$ cat config.mk
export PLATFORM = sky130hd
export DESIGN_NAME = usb_hid_report_flat
export DESIGN_NICKNAME = d
export VERILOG_FILES = /design/src/rtl/usb_hid_report_if.sv /design/src/rtl/usb_hid_report.sv /design/src/flat_wrapper.sv
export SDC_FILE = /design/constraint.sdc
export NUM_CORES = 1
export LEC_CHECK = 0
export ABC_AREA = 1
export CORE_MARGIN = 8
export CORE_UTILIZATION = 52
export DETAILED_ROUTE_END_ITERATION = 8
export PLACE_DENSITY = 0.85
export SLEW_MARGIN = 20
export SYNTH_ARGS = -nofsm -noshare
export SYNTH_HDL_FRONTEND = slang
export SYNTH_SLANG_ARGS = --single-unit
$ cat constraint.sdc
create_clock -name Clk -period 2.2 [get_ports Clk]
set_clock_uncertainty 0.2 [all_clocks]
set_input_delay 0.55 -clock Clk [delete_from_list [all_inputs] [get_ports Clk]]
set_output_delay 0.55 -clock Clk [all_outputs]
set_load 0.02 [all_outputs]
$ cat src/rtl/usb_hid_report_if.sv
// -----------------------------------------------------------------------------
// usb_hid_report_if
// Interrupt-IN endpoint handshake between the HID report source and the USB
// packet engine.
//   master : report source (drives report bytes, data toggle, constant flags)
//   slave  : packet engine (drives stall, host ACK and packet error)
// Signals:
//   IN_Sequence    DATA0/DATA1 toggle for the endpoint
//   IN_Data        current report byte
//   IN_Ready       IN_Data valid
//   IN_ZeroLength  zero-length packet request (unused, tied low)
//   IN_WaitRequest engine stall; byte not accepted while high
//   IN_Ack         host ACK of the completed packet, single-cycle pulse
//   IN_Isochronous isochronous endpoint flag (unused, tied low)
//   Error          packet engine error; aborts the current packet
// -----------------------------------------------------------------------------
interface usb_hid_report_if;
  logic       IN_Sequence;
  logic [7:0] IN_Data;
  logic       IN_Ready;
  logic       IN_ZeroLength;
  logic       IN_WaitRequest;
  logic       IN_Ack;
  logic       IN_Isochronous;
  logic       Error;

  modport master (
    output IN_Sequence, IN_Data, IN_Ready, IN_ZeroLength, IN_Isochronous,
    input  IN_WaitRequest, IN_Ack, Error
  );

  modport slave (
    input  IN_Sequence, IN_Data, IN_Ready, IN_ZeroLength, IN_Isochronous,
    output IN_WaitRequest, IN_Ack, Error
  );
endinterface

$ cat src/rtl/usb_hid_report.sv
// -----------------------------------------------------------------------------
// usb_hid_report
// HID interrupt-IN report source. Samples an N_BUTTONS-wide status vector,
// and whenever it changes (or the idle re-send interval expires) serialises
// an optional report-ID byte followed by the status bytes (LSB first, unused
// MSBs zero) onto the endpoint byte stream. Packet errors restart the report
// from byte 0 up to MAX_RETRIES times, after which the report is dropped.
// Ports:
//   Clk      system clock
//   Reset    synchronous, active-high reset
//   in_if    endpoint handshake (master side)
//   Status   asynchronous button/status vector, bit0 first
//   Busy     high whenever a report is in flight (state other than IDLE)
//   Dropped  one-cycle pulse when a report is abandoned
// -----------------------------------------------------------------------------
module usb_hid_report #(
  parameter int         N_BUTTONS   = 6,
  parameter logic [7:0] REPORT_ID   = 8'd1,
  parameter int         IDLE_CYCLES = 0,
  parameter int         MAX_RETRIES = 3
) (
  input  logic                 Clk,
  input  logic                 Reset,
  usb_hid_report_if.master     in_if,
  input  logic [N_BUTTONS-1:0] Status,
  output logic                 Busy,
  output logic                 Dropped
);

  localparam int PB     = (N_BUTTONS + 7) / 8;
  localparam int HAS_ID = (REPORT_ID != 8'd0) ? 1 : 0;
  localparam int NB     = PB + HAS_ID;
  localparam int IW     = (NB > 1) ? $clog2(NB) : 1;
  localparam int RW     = $clog2(MAX_RETRIES + 2);
  localparam int TW     = (IDLE_CYCLES > 1) ? $clog2(IDLE_CYCLES) : 1;

  localparam logic [IW-1:0] LAST_IDX  = IW'(NB - 1);
  localparam logic [TW-1:0] TIMER_MAX = (IDLE_CYCLES > 0) ? TW'(IDLE_CYCLES - 1) : '0;
  localparam logic [RW-1:0] RETRY_MAX = RW'(MAX_RETRIES);

  typedef enum logic [1:0] {
    ST_IDLE     = 2'd0,
    ST_SEND     = 2'd1,
    ST_WAIT_ACK = 2'd2
  } state_t;

  // Byte idx of the report built from snap: optional ID byte, then payload.
  function automatic logic [7:0] report_byte(input logic [N_BUTTONS-1:0] snap,
                                             input logic [IW-1:0]        idx);
    logic [PB*8-1:0] payload;
    int              pos;
    payload                 = '0;
    payload[N_BUTTONS-1:0]  = snap;
    pos                     = int'(idx) - HAS_ID;
    report_byte             = 8'h00;
    if (pos < 0) begin
      report_byte = REPORT_ID;
    end else begin
      for (int i = 0; i < PB; i++) begin
        if (pos == i) begin
          report_byte = payload[i*8 +: 8];
        end else begin
          report_byte = report_byte;
        end
      end
    end
  endfunction

  state_t               state_r, state_nxt_s;
  logic [N_BUTTONS-1:0] sync1_r, sync2_r;
  logic [N_BUTTONS-1:0] snap_r, snap_nxt_s;
  logic [N_BUTTONS-1:0] last_r, last_nxt_s;
  logic [IW-1:0]        idx_r, idx_nxt_s;
  logic [RW-1:0]        retry_r, retry_nxt_s, retry_inc_s;
  logic [TW-1:0]        timer_r, timer_nxt_s;
  logic [7:0]           data_r, data_nxt_s;
  logic                 ready_r, ready_nxt_s;
  logic                 seq_r, seq_nxt_s;
  logic                 busy_r;
  logic                 dropped_r, dropped_nxt_s;
  logic                 accept_s, trigger_s, give_up_s;

  // Two-flop synchroniser for the asynchronous status vector.
  always_ff @(posedge Clk) begin
    if (Reset) begin
      sync1_r <= '0;
      sync2_r <= '0;
    end else begin
      sync1_r <= Status;
      sync2_r <= sync1_r;
    end
  end

  // Next-state and next-output logic for the report FSM.
  always_comb begin
    state_nxt_s   = state_r;
    snap_nxt_s    = snap_r;
    last_nxt_s    = last_r;
    idx_nxt_s     = idx_r;
    retry_nxt_s   = retry_r;
    data_nxt_s    = data_r;
    ready_nxt_s   = ready_r;
    seq_nxt_s     = seq_r;
    dropped_nxt_s = 1'b0;

    accept_s    = ready_r & ~in_if.IN_WaitRequest & ~in_if.Error;
    retry_inc_s = retry_r + 1'b1;
    give_up_s   = (MAX_RETRIES != 0) && (retry_inc_s > RETRY_MAX);
    trigger_s   = (sync2_r != last_r) || ((IDLE_CYCLES > 0) && (timer_r == TIMER_MAX));

    // Idle timer free-runs and saturates; a send start clears it below.
    if (IDLE_CYCLES == 0) begin
      timer_nxt_s = '0;
    end else if (timer_r == TIMER_MAX) begin
      timer_nxt_s = timer_r;
    end else begin
      timer_nxt_s = timer_r + 1'b1;
    end

    case (state_r)
      ST_IDLE: begin
        if (trigger_s) begin
          snap_nxt_s  = sync2_r;
          last_nxt_s  = sync2_r;
          idx_nxt_s   = '0;
          retry_nxt_s = '0;
          timer_nxt_s = '0;
          data_nxt_s  = report_byte(sync2_r, '0);
          ready_nxt_s = 1'b1;
          state_nxt_s = ST_SEND;
        end else begin
          ready_nxt_s = 1'b0;
        end
      end

      ST_SEND, ST_WAIT_ACK: begin
        if (in_if.Error) begin
          // Error beats both byte accept and host ACK.
          retry_nxt_s = retry_inc_s;
          if (give_up_s) begin
            ready_nxt_s   = 1'b0;
            dropped_nxt_s = 1'b1;
            state_nxt_s   = ST_IDLE;
          end else begin
            idx_nxt_s   = '0;
            data_nxt_s  = report_byte(snap_r, '0);
            ready_nxt_s = 1'b1;
            state_nxt_s = ST_SEND;
          end
        end else if (state_r == ST_SEND) begin
          if (accept_s && (idx_r == LAST_IDX)) begin
            ready_nxt_s = 1'b0;
            state_nxt_s = ST_WAIT_ACK;
          end else if (accept_s) begin
            idx_nxt_s  = idx_r + 1'b1;
            data_nxt_s = report_byte(snap_r, idx_r + 1'b1);
          end else begin
            data_nxt_s = data_r;
          end
        end else if (in_if.IN_Ack) begin
          seq_nxt_s   = ~seq_r;
          state_nxt_s = ST_IDLE;
        end else begin
          state_nxt_s = ST_WAIT_ACK;
        end
      end

      default: begin
        ready_nxt_s = 1'b0;
        state_nxt_s = ST_IDLE;
      end
    endcase
  end

  // FSM state and registered endpoint outputs.
  always_ff @(posedge Clk) begin
    if (Reset) begin
      state_r   <= ST_IDLE;
      snap_r    <= '0;
      last_r    <= '0;
      idx_r     <= '0;
      retry_r   <= '0;
      timer_r   <= '0;
      data_r    <= 8'h00;
      ready_r   <= 1'b0;
      seq_r     <= 1'b0;
      busy_r    <= 1'b0;
      dropped_r <= 1'b0;
    end else begin
      state_r   <= state_nxt_s;
      snap_r    <= snap_nxt_s;
      last_r    <= last_nxt_s;
      idx_r     <= idx_nxt_s;
      retry_r   <= retry_nxt_s;
      timer_r   <= timer_nxt_s;
      data_r    <= data_nxt_s;
      ready_r   <= ready_nxt_s;
      seq_r     <= seq_nxt_s;
      busy_r    <= (state_nxt_s != ST_IDLE);
      dropped_r <= dropped_nxt_s;
    end
  end

  assign in_if.IN_Data        = data_r;
  assign in_if.IN_Ready       = ready_r;
  assign in_if.IN_Sequence    = seq_r;
  assign in_if.IN_ZeroLength  = 1'b0;
  assign in_if.IN_Isochronous = 1'b0;
  assign Busy                 = busy_r;
  assign Dropped              = dropped_r;

endmodule

$ cat src/flat_wrapper.sv
// flat-port wrapper written by rule: the top's interface ports become plain ports
module usb_hid_report_flat 
#(
  parameter int         N_BUTTONS   = 6,
  parameter logic [7:0] REPORT_ID   = 8'd1,
  parameter int         IDLE_CYCLES = 0,
  parameter int         MAX_RETRIES = 3
)
  (Clk, Reset, Status, Busy, Dropped, in_if_IN_Sequence, in_if_IN_Data, in_if_IN_Ready, in_if_IN_ZeroLength, in_if_IN_Isochronous, in_if_IN_WaitRequest, in_if_IN_Ack, in_if_Error);
  usb_hid_report_if in_if_i ();
  input  logic Clk;
  input  logic Reset;
  input  logic [N_BUTTONS-1:0] Status;
  output logic Busy;
  output logic Dropped;
  output wire logic [$bits(in_if_i.IN_Sequence)-1:0] in_if_IN_Sequence;
  output wire logic [$bits(in_if_i.IN_Data)-1:0] in_if_IN_Data;
  output wire logic [$bits(in_if_i.IN_Ready)-1:0] in_if_IN_Ready;
  output wire logic [$bits(in_if_i.IN_ZeroLength)-1:0] in_if_IN_ZeroLength;
  output wire logic [$bits(in_if_i.IN_Isochronous)-1:0] in_if_IN_Isochronous;
  input wire logic [$bits(in_if_i.IN_WaitRequest)-1:0] in_if_IN_WaitRequest;
  input wire logic [$bits(in_if_i.IN_Ack)-1:0] in_if_IN_Ack;
  input wire logic [$bits(in_if_i.Error)-1:0] in_if_Error;
  assign in_if_IN_Sequence = in_if_i.IN_Sequence;
  assign in_if_IN_Data = in_if_i.IN_Data;
  assign in_if_IN_Ready = in_if_i.IN_Ready;
  assign in_if_IN_ZeroLength = in_if_i.IN_ZeroLength;
  assign in_if_IN_Isochronous = in_if_i.IN_Isochronous;
  assign in_if_i.IN_WaitRequest = in_if_IN_WaitRequest;
  assign in_if_i.IN_Ack = in_if_IN_Ack;
  assign in_if_i.Error = in_if_Error;
  usb_hid_report #(.N_BUTTONS(N_BUTTONS), .REPORT_ID(REPORT_ID), .IDLE_CYCLES(IDLE_CYCLES), .MAX_RETRIES(MAX_RETRIES)) u_core (.Clk(Clk), .Reset(Reset), .in_if(in_if_i), .Status(Status), .Busy(Busy), .Dropped(Dropped));
endmodule
==> flow_summary.toml, run 1 <==
[drt]
drt-initial-drc-count = 82
dr_total_vias = 1325
drc = 0
first_pass_iters = 4
ant_nets = 0
routed_wl_mm = 3.00
viasPerCell = 4.78
wl_per_cell_um = 10.8

[clocking]
cts_made_buffers = 5
root_buffer = "clkbuf_4"
post_cts_resized = 0
path_clk_slew_ns = 0.10
htreeDepth = 2
cts_hold_buf = 0
clkSinkCount = 34
cts_tree = "yes"
post_cts_buffers = 0
worstSkewPairLatency_ns = 0.34
clockBufferDepth = 2

[timing]
setup_ws_ns = 0.133
hold_violations = 0
rsz0062_at_grt = "no"
period_share_pct = 93.9
report.final.slew_viol_count = 0
final.min_clock_period_ns = 2.07
final-setup-viol-count = 0
fmax_mhz = 484

[finish]
antennaDiodeCount = 0
multiInputGateArea_um2 = 687
areaGrowthSynthToFinish_pct = 19.7
fin_nets = 260
seqCellArea_um2 = 681
fill_cells = 270
drive_gt1_share_pct = 11.5
final_cell_count_no_fill = 277

[worst_hold_path]
holdPathEnd = "u_core.sync2_r[4]$_SDFF_PP0_"
hold_path_class = "register to register"
holdCritStartpoint = "u_core.sync1_r[4]$_SDFF_PP0_"
hold_depth = 2

[yosys]
ys_ff_latch = 34
synth-simple-area-share_pct = 27.8
syn_inst = 217
yosysSeqAreaShare_pct = 42.8
synthArstFlopShare_pct = 0
synth_edf_count = 0
synthFlopType = "dfxtp_1"
yosysTopAreaCellShare_pct = 42.8
ys_types = 27
synth_top_family_by_area = "simple AND/OR/NAND/NOR gates"
synth_top_area_cell = "dfxtp_1"
yosys.area_share.xor_xnor_pct = 1.65
synth.mux.area_fraction_pct = 0
synth_area_um2 = 1590
avgSynthCellArea_um2 = 7.33
yosys.area_share.adder_pct = 3.93
ys_warn_count = 0
synth-compound-area-share_pct = 8.89
synth_area_leaders = "dfxtp_1, nand2_1, inv_1"

[global_route]
track_usage_pct = 12.5
grt_pass1_wl_mm = 4.97
overflow = 0
grt_pass1_vias = 1155
antenna_found_initial = 0
grt_max_degree = 15

[pwr]
power_density_nw_per_um2 = 1180
leakage_uw = 0.000886
ir_drop_v = 0.000479

[placement]
globalplace.congestion = 0.821
dp_cells = 270
io_buffers = 20
dpl.hpwl_mm = 2.28
pre_cts_ws_ns = -0.0741

[flow_run]
cap_viol_max_count = 0

[die]
initial_core_util_pct = 53.4
fp-row-count = 20
die_area_um2 = 5080
die_w_um = 71.3
io_pins = 25
die_y_um = 71.3
coreArea_um2 = 2980

[worst_setup_path]
ff2ff_setup_slack_ns = 0.13
crit_fanout = 7
crit_path_start_kind = "register"
r2r_end = "u_core.in_if.IN_Data[0]$_SDFFE_PP0P_"
r2r-start = "u_core.state_r[0]$_SDFF_PP0_"
cp-end-kind = "register"
critPathKind = "register to register"
reg2reg_depth = 12
worstPathRequired_ns = 2.24
worstPathArrival_ns = 2.11

[run_status]
status = "finished, final reports clean"
## power by group
part,total [uW],switching (uW),internal (uW)
combinational,965,613,352
sequential,810,73.9,736
clock,463,199,264
total,2240,886,1350
## critical path, stage by stage, from the launching register on
cell and delay [ns]:
dfxtp_1 0.39, inv_1 0.06, ha_1 0.37, inv_2 0.16
nor2_4 0.05, nand2_2 0.06, o21ai_1 0.06, inv_1 0.07
nand2_2 0.06, nor2_4 0.20, nand3_1 0.12, nor2_1 0.11
nor2_1 0.05
## state kept, by name, indices dropped and copies added, names as in the netlist
name	count
u_core.in_if.IN_Ready	1
u_core.idx_r	1
u_core.sync2_r	6
u_core.in_if.IN_Data	6
u_core.sync1_r	6
u_core.in_if.IN_Sequence	1
u_core.Dropped	1
u_core.state_r	2
u_core.retry_r	3
u_core.Busy	1
u_core.last_r	6
## placed cells by master, fill, tap and decap left out
master / netlist / routed
dfxtp_1: 34 / 34
nor4_1: 5 / 5
nor2_4: 2 / 2
inv_2: 2 / 2
ha_1: 5 / 5
clkbuf_4: 0 / 5
nor2_1: 24 / 24
xnor2_1: 2 / 2
clkdlybuf4s50_1: 0 / 20
o21ai_1: 1 / 1
o21ai_0: 9 / 9
o21ai_2: 1 / 1
nand4_2: 1 / 1
o211ai_1: 1 / 1
nand3_1: 14 / 14
nand2_1: 40 / 40
xor2_1: 1 / 1
nand2_4: 1 / 1
inv_1: 39 / 39
nand2_2: 2 / 2
nand4_1: 2 / 2
nand3_2: 1 / 1
nor2_2: 3 / 3
buf_4: 6 / 8
bufinv_16: 0 / 1
clkbuf_8: 0 / 1
conb_1: 1 / 4
a21oi_1: 15 / 15
## metal layers
layer	GRT usage, %	wire, um	part of all wire [%]	up-vias
met5	0	0	0	-
met1	14.8	1490	50	574
met3	5.16	202	6.7	5
met2	18.8	1270	42	30
met4	6.24	38	1.3	0
li1	-	-	-	716
## per-stage QoR
step / instance area, um^2 / power, uW / utilization, % / TNS (ns) / hold slack (ns)
floorplan: 1600 / 1570 / - / 0 / 0.188
global placement: 1820 / 1760 / 61.2 / -0.0149 / 0.189
detailed placement: 1820 / 1790 / 61.2 / -0.213 / 0.194
CTS: 1900 / 2260 / 63.9 / 0 / 0.208
global route: 1900 / 2420 / 63.9 / 0 / 0.227
finish: 1900 / 2240 / 63.9 / 0 / 0.206
## final cells by class
class,instances,area share [%]
clock buffer,6,2.69
clock inverter,1,1.58
inverter,41,8.08
multi-input combinational,134,36.1
sequential,34,35.7
tap,33,2.17
timing repair buffer,28,13.7
## worst max path at each step
stage | from | end | slack, ns | cells after the start
6_report | u_core.state_r[0]$_SDFF_PP0_ | u_core.in_if.IN_Data[0]$_SDFFE_PP0P_ | 0.13 | 12
5_1_grt | u_core.state_r[0]$_SDFF_PP0_ | u_core.in_if.IN_Data[0]$_SDFFE_PP0P_ | 0.01 | 13
4_1_cts | u_core.in_if.IN_Ready$_SDFFE_PP0P_ | in_if_IN_Ready | 0.12 | 1
3_5_place_dp | in_if_Error | u_core.in_if.IN_Data[0]$_SDFFE_PP0P_ | -0.07 | 10
3_3_place_gp | in_if_Error | u_core.in_if.IN_Data[0]$_SDFFE_PP0P_ | -0.01 | 10
2_1_floorplan | u_core.state_r[0]$_SDFF_PP0_ | u_core.in_if.IN_Data[0]$_SDFFE_PP0P_ | 0.35 | 12
## cells in the mapped netlist (2+ instances only)
master and n:
a21oi_1 15, buf_4 6, buf_6 2, clkbuf_1 2, dfxtp_1 34, ha_1 5
inv_1 39, inv_2 2, nand2_1 40, nand2_2 2, nand3_1 14, nand4_1 2
nor2_1 24, nor2_2 3, nor2_4 2, nor4_1 5, o21ai_0 9, xnor2_1 2
## logic make-up after synthesis
logic type,Yosys count
simple gates,95
buf+inv,52
flops,34
compound gates,27
fa+ha+maj,5
xor+xnor,3
other cells,1
(Power assumes the default switching activity.)
==> run 2: changes to the inputs <==
Settings changed: CAP_MARGIN set to 20, RECOVER_POWER set to 50.
==> run 2 against run 1 <==
Compared with the run above: critical path depth unchanged; critical path type unchanged; cell count did not move; largest power group unchanged; sequential share of layout area up 0.14 points; first-iteration DRC count is 9.8% higher; global-route usage unchanged; die area did not move; hold slack about the same.
==> flow_summary.toml, run 2 (same netlist as run 1, synthesis figures left out) <==
[placement]
place_area_um2 = 1820
pre_cts_ws_ns = -0.0741
io_buffers = 20
globalplace.congestion = 0.821
dpl.hpwl_mm = 2.28

[worst_setup_path]
crit_path_start_kind = "register"
cp_num_cells = 12
setup.worst_path.start = "u_core.state_r[0]$_SDFF_PP0_"
crit_fanout = 7
path_buf_inv = 3
reg2reg_depth = 12
ff2ff_setup_slack_ns = 0.13
r2r_end = "u_core.in_if.IN_Data[0]$_SDFFE_PP0P_"
crit_family = "simple AND/OR/NAND/NOR gates"
slowest_delay_ns = 0.39
crit_end = "u_core.in_if.IN_Data[0]$_SDFFE_PP0P_"
worstPathRequired_ns = 2.24
cp-end-kind = "register"
crit_chain = "inv_1, ha_1, inv_2, nor2_4, nand2_2, o21ai_1, inv_1, nand2_2, nor2_4, nand3_1, nor2_1, nor2_1"
cp_slowest_cell = "dfxtp_1"
critPathKind = "register to register"
r2r-start = "u_core.state_r[0]$_SDFF_PP0_"
worstPathArrival_ns = 2.11

[global_route]
grt_pass1_wl_mm = 4.97
grt_pass1_vias = 1155
grt_use_met3_pct = 5.16
overflow = 0
grt.busiest_layer = "met2"
track_usage_pct = 12.5
met1_usage_pct = 14.8
antenna_found_initial = 0
grt_max_degree = 15
grt_use_met2_pct = 18.8

[die]
die_area_um2 = 5080
fp-row-count = 20
die_y_um = 71.3
die_w_um = 71.3
io_pins = 25
initial_core_util_pct = 53.4
coreArea_um2 = 2980

[clocking]
clockBufferDepth = 2
clkSinkCount = 34
cts_made_buffers = 5
post_cts_resized = 0
post_cts_buffers = 0
cts_tree = "yes"
path_clk_slew_ns = 0.10
root_buffer = "clkbuf_4"
cts_hold_buf = 0
worstSkewPairLatency_ns = 0.34
htreeDepth = 2

[finish]
areaGrowthSynthToFinish_pct = 19.3
antennaDiodeCount = 0
fin_nets = 260
drive_gt1_share_pct = 10.7
multiInputGateArea_um2 = 687
finish.utilization_pct = 63.7
seqCellArea_um2 = 681
fill_cells = 272
final_common_cell = "nand2_1"
final_cell_mix = "nand2_1, inv_1, dfxtp_1"
stdcell_area_um2 = 1900

[drt]
drc = 0
viasPerCell = 4.78
routed_wl_mm = 3.02
ant_nets = 0
wl_per_cell_um = 10.9
first_pass_iters = 5
drt-initial-drc-count = 90
dr_total_vias = 1325

[worst_hold_path]
hold_path_class = "register to register"
holdCritStartpoint = "u_core.sync1_r[4]$_SDFF_PP0_"

[pwr]
p_int_uw = 1350
p_sw_share_pct = 39.8
ir_drop_v = 0.000480
p_sw_uw = 892
p_seq_share_pct = 36.1
power_density_nw_per_um2 = 1180
comb_power_share_pct = 43.1
leakage_uw = 0.000879
pwr-share-clk_pct = 20.8

[flow_run]
cap_viol_max_count = 0

[timing]
setup_ws_ns = 0.127
period_share_pct = 94.2
hold_violations = 0
final-setup-viol-count = 0
slew_headroom_pct = 65.1
rsz0062_at_grt = "no"
final.min_clock_period_ns = 2.07
worstMarginPinSlew_ns = 0.524
report.final.slew_viol_count = 0
fmax_mhz = 482
whs_ns = 0.207
fin_setup_tns_ns = 0

[run_status]
status = "finished, final reports clean"
-- run 2: changes by cell type in the layout (fill, tap and decap cells not counted) --
cell / before / now
dlygate4sd3_1: 0 / 1
clkdlybuf4s50_1: 20 / 19
clkbuf_1: 0 / 2
buf_4: 8 / 6
-- run 2: worst register-to-register path, cell delays in order, from the launching register on --
cell and delay, ns:
dfxtp_1 0.39, inv_1 0.06, ha_1 0.37, inv_2 0.16, nor2_4 0.06, nand2_2 0.06, o21ai_1 0.06, inv_1 0.07
nand2_2 0.06, nor2_4 0.20, nand3_1 0.12, nor2_1 0.10, nor2_1 0.05
-- run 2: worst min path at each step --
stage	to	slack (ns)	depth (start not counted)
after global routing	u_core.sync2_r[4]$_SDFF_PP0_	0.23	2
final	u_core.sync2_r[4]$_SDFF_PP0_	0.21	2
after CTS	u_core.sync2_r[4]$_SDFF_PP0_	0.21	2
after detailed placement	u_core.sync2_r[4]$_SDFF_PP0_	0.19	2
after global placement	u_core.sync2_r[2]$_SDFF_PP0_	0.19	2
after floorplan	u_core.sync2_r[0]$_SDFF_PP0_	0.19	2
-- run 2: final cells by class --
class,instances,share of cell area (%)
clock buffer,6,2.70
clock inverter,1,1.58
inverter,41,8.11
multi-input combinational,134,36.2
sequential,34,35.9
tap,33,2.18
timing repair buffer,28,13.3
-- run 2: per-layer routing --
| layer | wire length (um) | up-vias |
|---|---|---|
| met5 | 0 | - |
| met4 | 46 | 0 |
| met3 | 165 | 5 |
| met2 | 1320 | 25 |
| met1 | 1500 | 578 |
| li1 | - | 717 |
-- run 2: power by group through the flow --
stage | registers, uW | clock network [uW] | logic [uW]
CTS | 812 | 477 | 967
floorplan | 850 | 0 | 719
global route | 830 | 506 | 1080
finish | 811 | 466 | 966
global placement | 822 | 0 | 941
detailed placement | 827 | 0 | 961
-- run 2: through the flow --
stage	total power [uW]	std cells
after global routing	2410	277
after floorplan	1570	220
after CTS	2260	277
after global placement	1760	270
after detailed placement	1790	270
final	2240	277
==> patch (flow settings as in run 2) <==
Take the reset off `data_r` and load it in a clocked block of its own.
--- a/src/rtl/usb_hid_report.sv
+++ b/src/rtl/usb_hid_report.sv
@@ -181,7 +181,6 @@
       idx_r     <= '0;
       retry_r   <= '0;
       timer_r   <= '0;
-      data_r    <= 8'h00;
       ready_r   <= 1'b0;
       seq_r     <= 1'b0;
       busy_r    <= 1'b0;
@@ -193,12 +192,15 @@
       idx_r     <= idx_nxt_s;
       retry_r   <= retry_nxt_s;
       timer_r   <= timer_nxt_s;
-      data_r    <= data_nxt_s;
       ready_r   <= ready_nxt_s;
       seq_r     <= seq_nxt_s;
       busy_r    <= (state_nxt_s != ST_IDLE);
       dropped_r <= dropped_nxt_s;
     end
+  end
+
+  always_ff @(posedge Clk) begin
+    data_r <= data_nxt_s;
   end
 
   assign in_if.IN_Data        = data_r;
Behaviour: differs if Reset is asserted again (counterexample within 4 cycles, from zero or initial values and one cycle with Reset high); with Reset held inactive, the same outputs for 10 cycles.
==> patch against run 2 <==
- critical path depth fell by 11
- total power rose by 2.7%
- setup slack got worse by 30 ps
- sequential cell count did not move
- area after synthesis rose by 1.3%
- die area rose by 0.98%
- cell area rose by 0.99%
- register-to-register slack improved by 80 ps
- sequential share of layout area rose by 2.8 points
- synthesized cell count rose by 0.92%
- clock power fell by 21%
- critical path type is now reg2out
- highest routed layer unchanged
- routed wire length fell by 9.2%
==> patch: results (changes against run 2) <==
| Metric | Value |
|---|---|
| Status | finished clean (unchanged) |
| Clock Pin Slew Worst Setup and Hold Paths | 90 ps |
| Largest net degree at the start of global routing | 16 (was 15) |
| WP data arrival | 1350 ps (was 2110 ps) |
| Yosys cell types | 25 (was 27) |
| Total wire length | 2.75 mm (was 3.02 mm) |
| Leak | 0.934 nW (was 0.879 nW) |
| Top Family by Delay on Critical Path | buffers and inverters (was simple AND/OR/NAND/NOR gates) |
| Post-synth EDFFs | 6 (was 0) |
| First-pass GRT wire length | 4.61 mm (was 4.97 mm) |
| Share of cells above drive strength 1 | 12.9% (was 10.7%) |
| Via density | 4.60 (was 4.78) |
| DRC | 0 (unchanged) |
| Most frequent cell after synthesis | nand2_1 (unchanged) |
| Filler cell count in the final layout | 272 (unchanged) |
| Setup bufs post-CTS | 0 (unchanged) |
| Synth top cells by count | nand2_1, nor2_1, inv_1, dfxtp_1, nand3_1 (was nand2_1, inv_1, dfxtp_1, nor2_1, a21oi_1) |
| Worst-Margin Slew | 633 ps (was 524 ps) |
| Root Driver | clkbuf_4 (unchanged) |
| ANT cells | 0 (unchanged) |
| Nets@finish | 263 (was 260) |
| Vias in the first global route | 1151 (was 1155) |
| HPWL after detailed placement | 2.11 mm (was 2.28 mm) |
| VDD IR max | 0.000457 V (was 0.000480 V) |
| Post-CTS Resized | 0 (unchanged) |
| Drt pass-1 iters | 4 (was 5) |
| Ys async rst share | 0% (unchanged) |
| GPL Wtd Cong | 0.862 (was 0.821) |
| Largest incremental delay on the critical path | 630 ps (was 390 ps) |
| Max Buffers Root-to-Sink | 2 (unchanged) |
| PortBufs | 20 (unchanged) |
| Total track usage | 11.3% (was 12.5%) |
| H-tree levels | 2 (unchanged) |
| Worst Hold Class | reg2reg (unchanged) |
| Critical Path Slowest Stage Cell | clkdlybuf4s50_1 (was dfxtp_1) |
| CP Max Fanout | 4 (was 7) |
| Skew-Pair Late Insertion Delay | 350 ps |
| Synth top area cells | dfxtp_1, edfxtp_1, nand2_1, nor2_1, inv_1 (was dfxtp_1, nand2_1, inv_1, nor2_1, a21oi_1) |
| DRT iter0 DRCs | 57 (was 90) |
| Total number of yosys warnings | 0 (unchanged) |
| Seq/Total Area, Yosys | 46.0% (was 42.8%) |
| Initial antenna violation count | 0 (unchanged) |
| Total CTS buffers | 5 (unchanged) |
patch: changes by cell type in the layout (fill, tap and decap cells not counted), moves of 2 or more:
cell | run 2 | this run
nand3_1 | 14 | 10
buf_4 | 6 | 4
dfxtp_1 | 34 | 28
nand2_1 | 40 | 45
edfxtp_1 | 0 | 6
nor2_1 | 24 | 43
nor4_1 | 5 | 0
a21oi_1 | 15 | 1
inv_2 | 2 | 6
patch: metrics by stage:
step	instance area [um2]	util, %	setup WS (ps)	cells
floorplan	1620	-	361	222
global placement	1860	61.9	66.7	273
finish	1920	63.8	97.3	281
CTS	1920	64.0	72.1	281
detailed placement	1860	61.9	33.2	273
global route	1920	63.8	24.0	281
patch: routing by layer:
metal	routed length, um	global-route usage [%]	vias up
met1	1210	12.3	547
met4	78	8.84	0
li1	-	-	699
met3	196	3.35	7
met2	1270	18.1	40
met5	0	0	-
patch: path summary, 6_finish.rpt:
check | startpoint | end | slack [ps] | cells past startpoint
setup / recovery | u_core.in_if.IN_Ready | in_if_IN_Ready | 100 | 1
hold / removal | u_core.sync1_r[0] | u_core.sync2_r[0] | 200 | 2
setup reg to reg | u_core.state_r[0] | u_core.in_if.IN_Data[3] | 210 | 8
hold reg to reg | u_core.sync1_r[0] | u_core.sync2_r[0] | 200 | 2
patch: layout make-up:
class	instances	area share, %
repair buffers	25	12.2
well taps	33	2.16
multi-input cells	135	34.6
clock buffers	6	2.68
flip-flops and latches	34	38.7
clock inverters	2	0.653
inverters	46	9.01
patch: power by group:
| group | internal [mW] | total [mW] | switching, mW | leakage [nW] |
|---|---|---|---|---|
| Clock | 0.153 | 0.367 | 0.213 | 0.0343 |
| Sequential | 0.802 | 0.887 | 0.0845 | 0.292 |
| Combinational | 0.416 | 1.05 | 0.633 | 0.607 |
| Total | 1.37 | 2.30 | 0.931 | 0.934 |
patch: logic make-up (layout without fill, tap and decap cells):
logic type,Yosys count,in the layout,share of synthesized area [%]
buf+inv,53,79,13.4
fa+ha+maj,5,5,3.89
simple gates,115,115,32.9
flops,34,34,46.0
other cells,1,4,0.233
xor+xnor,1,1,0.544
compound gates,10,10,3.11
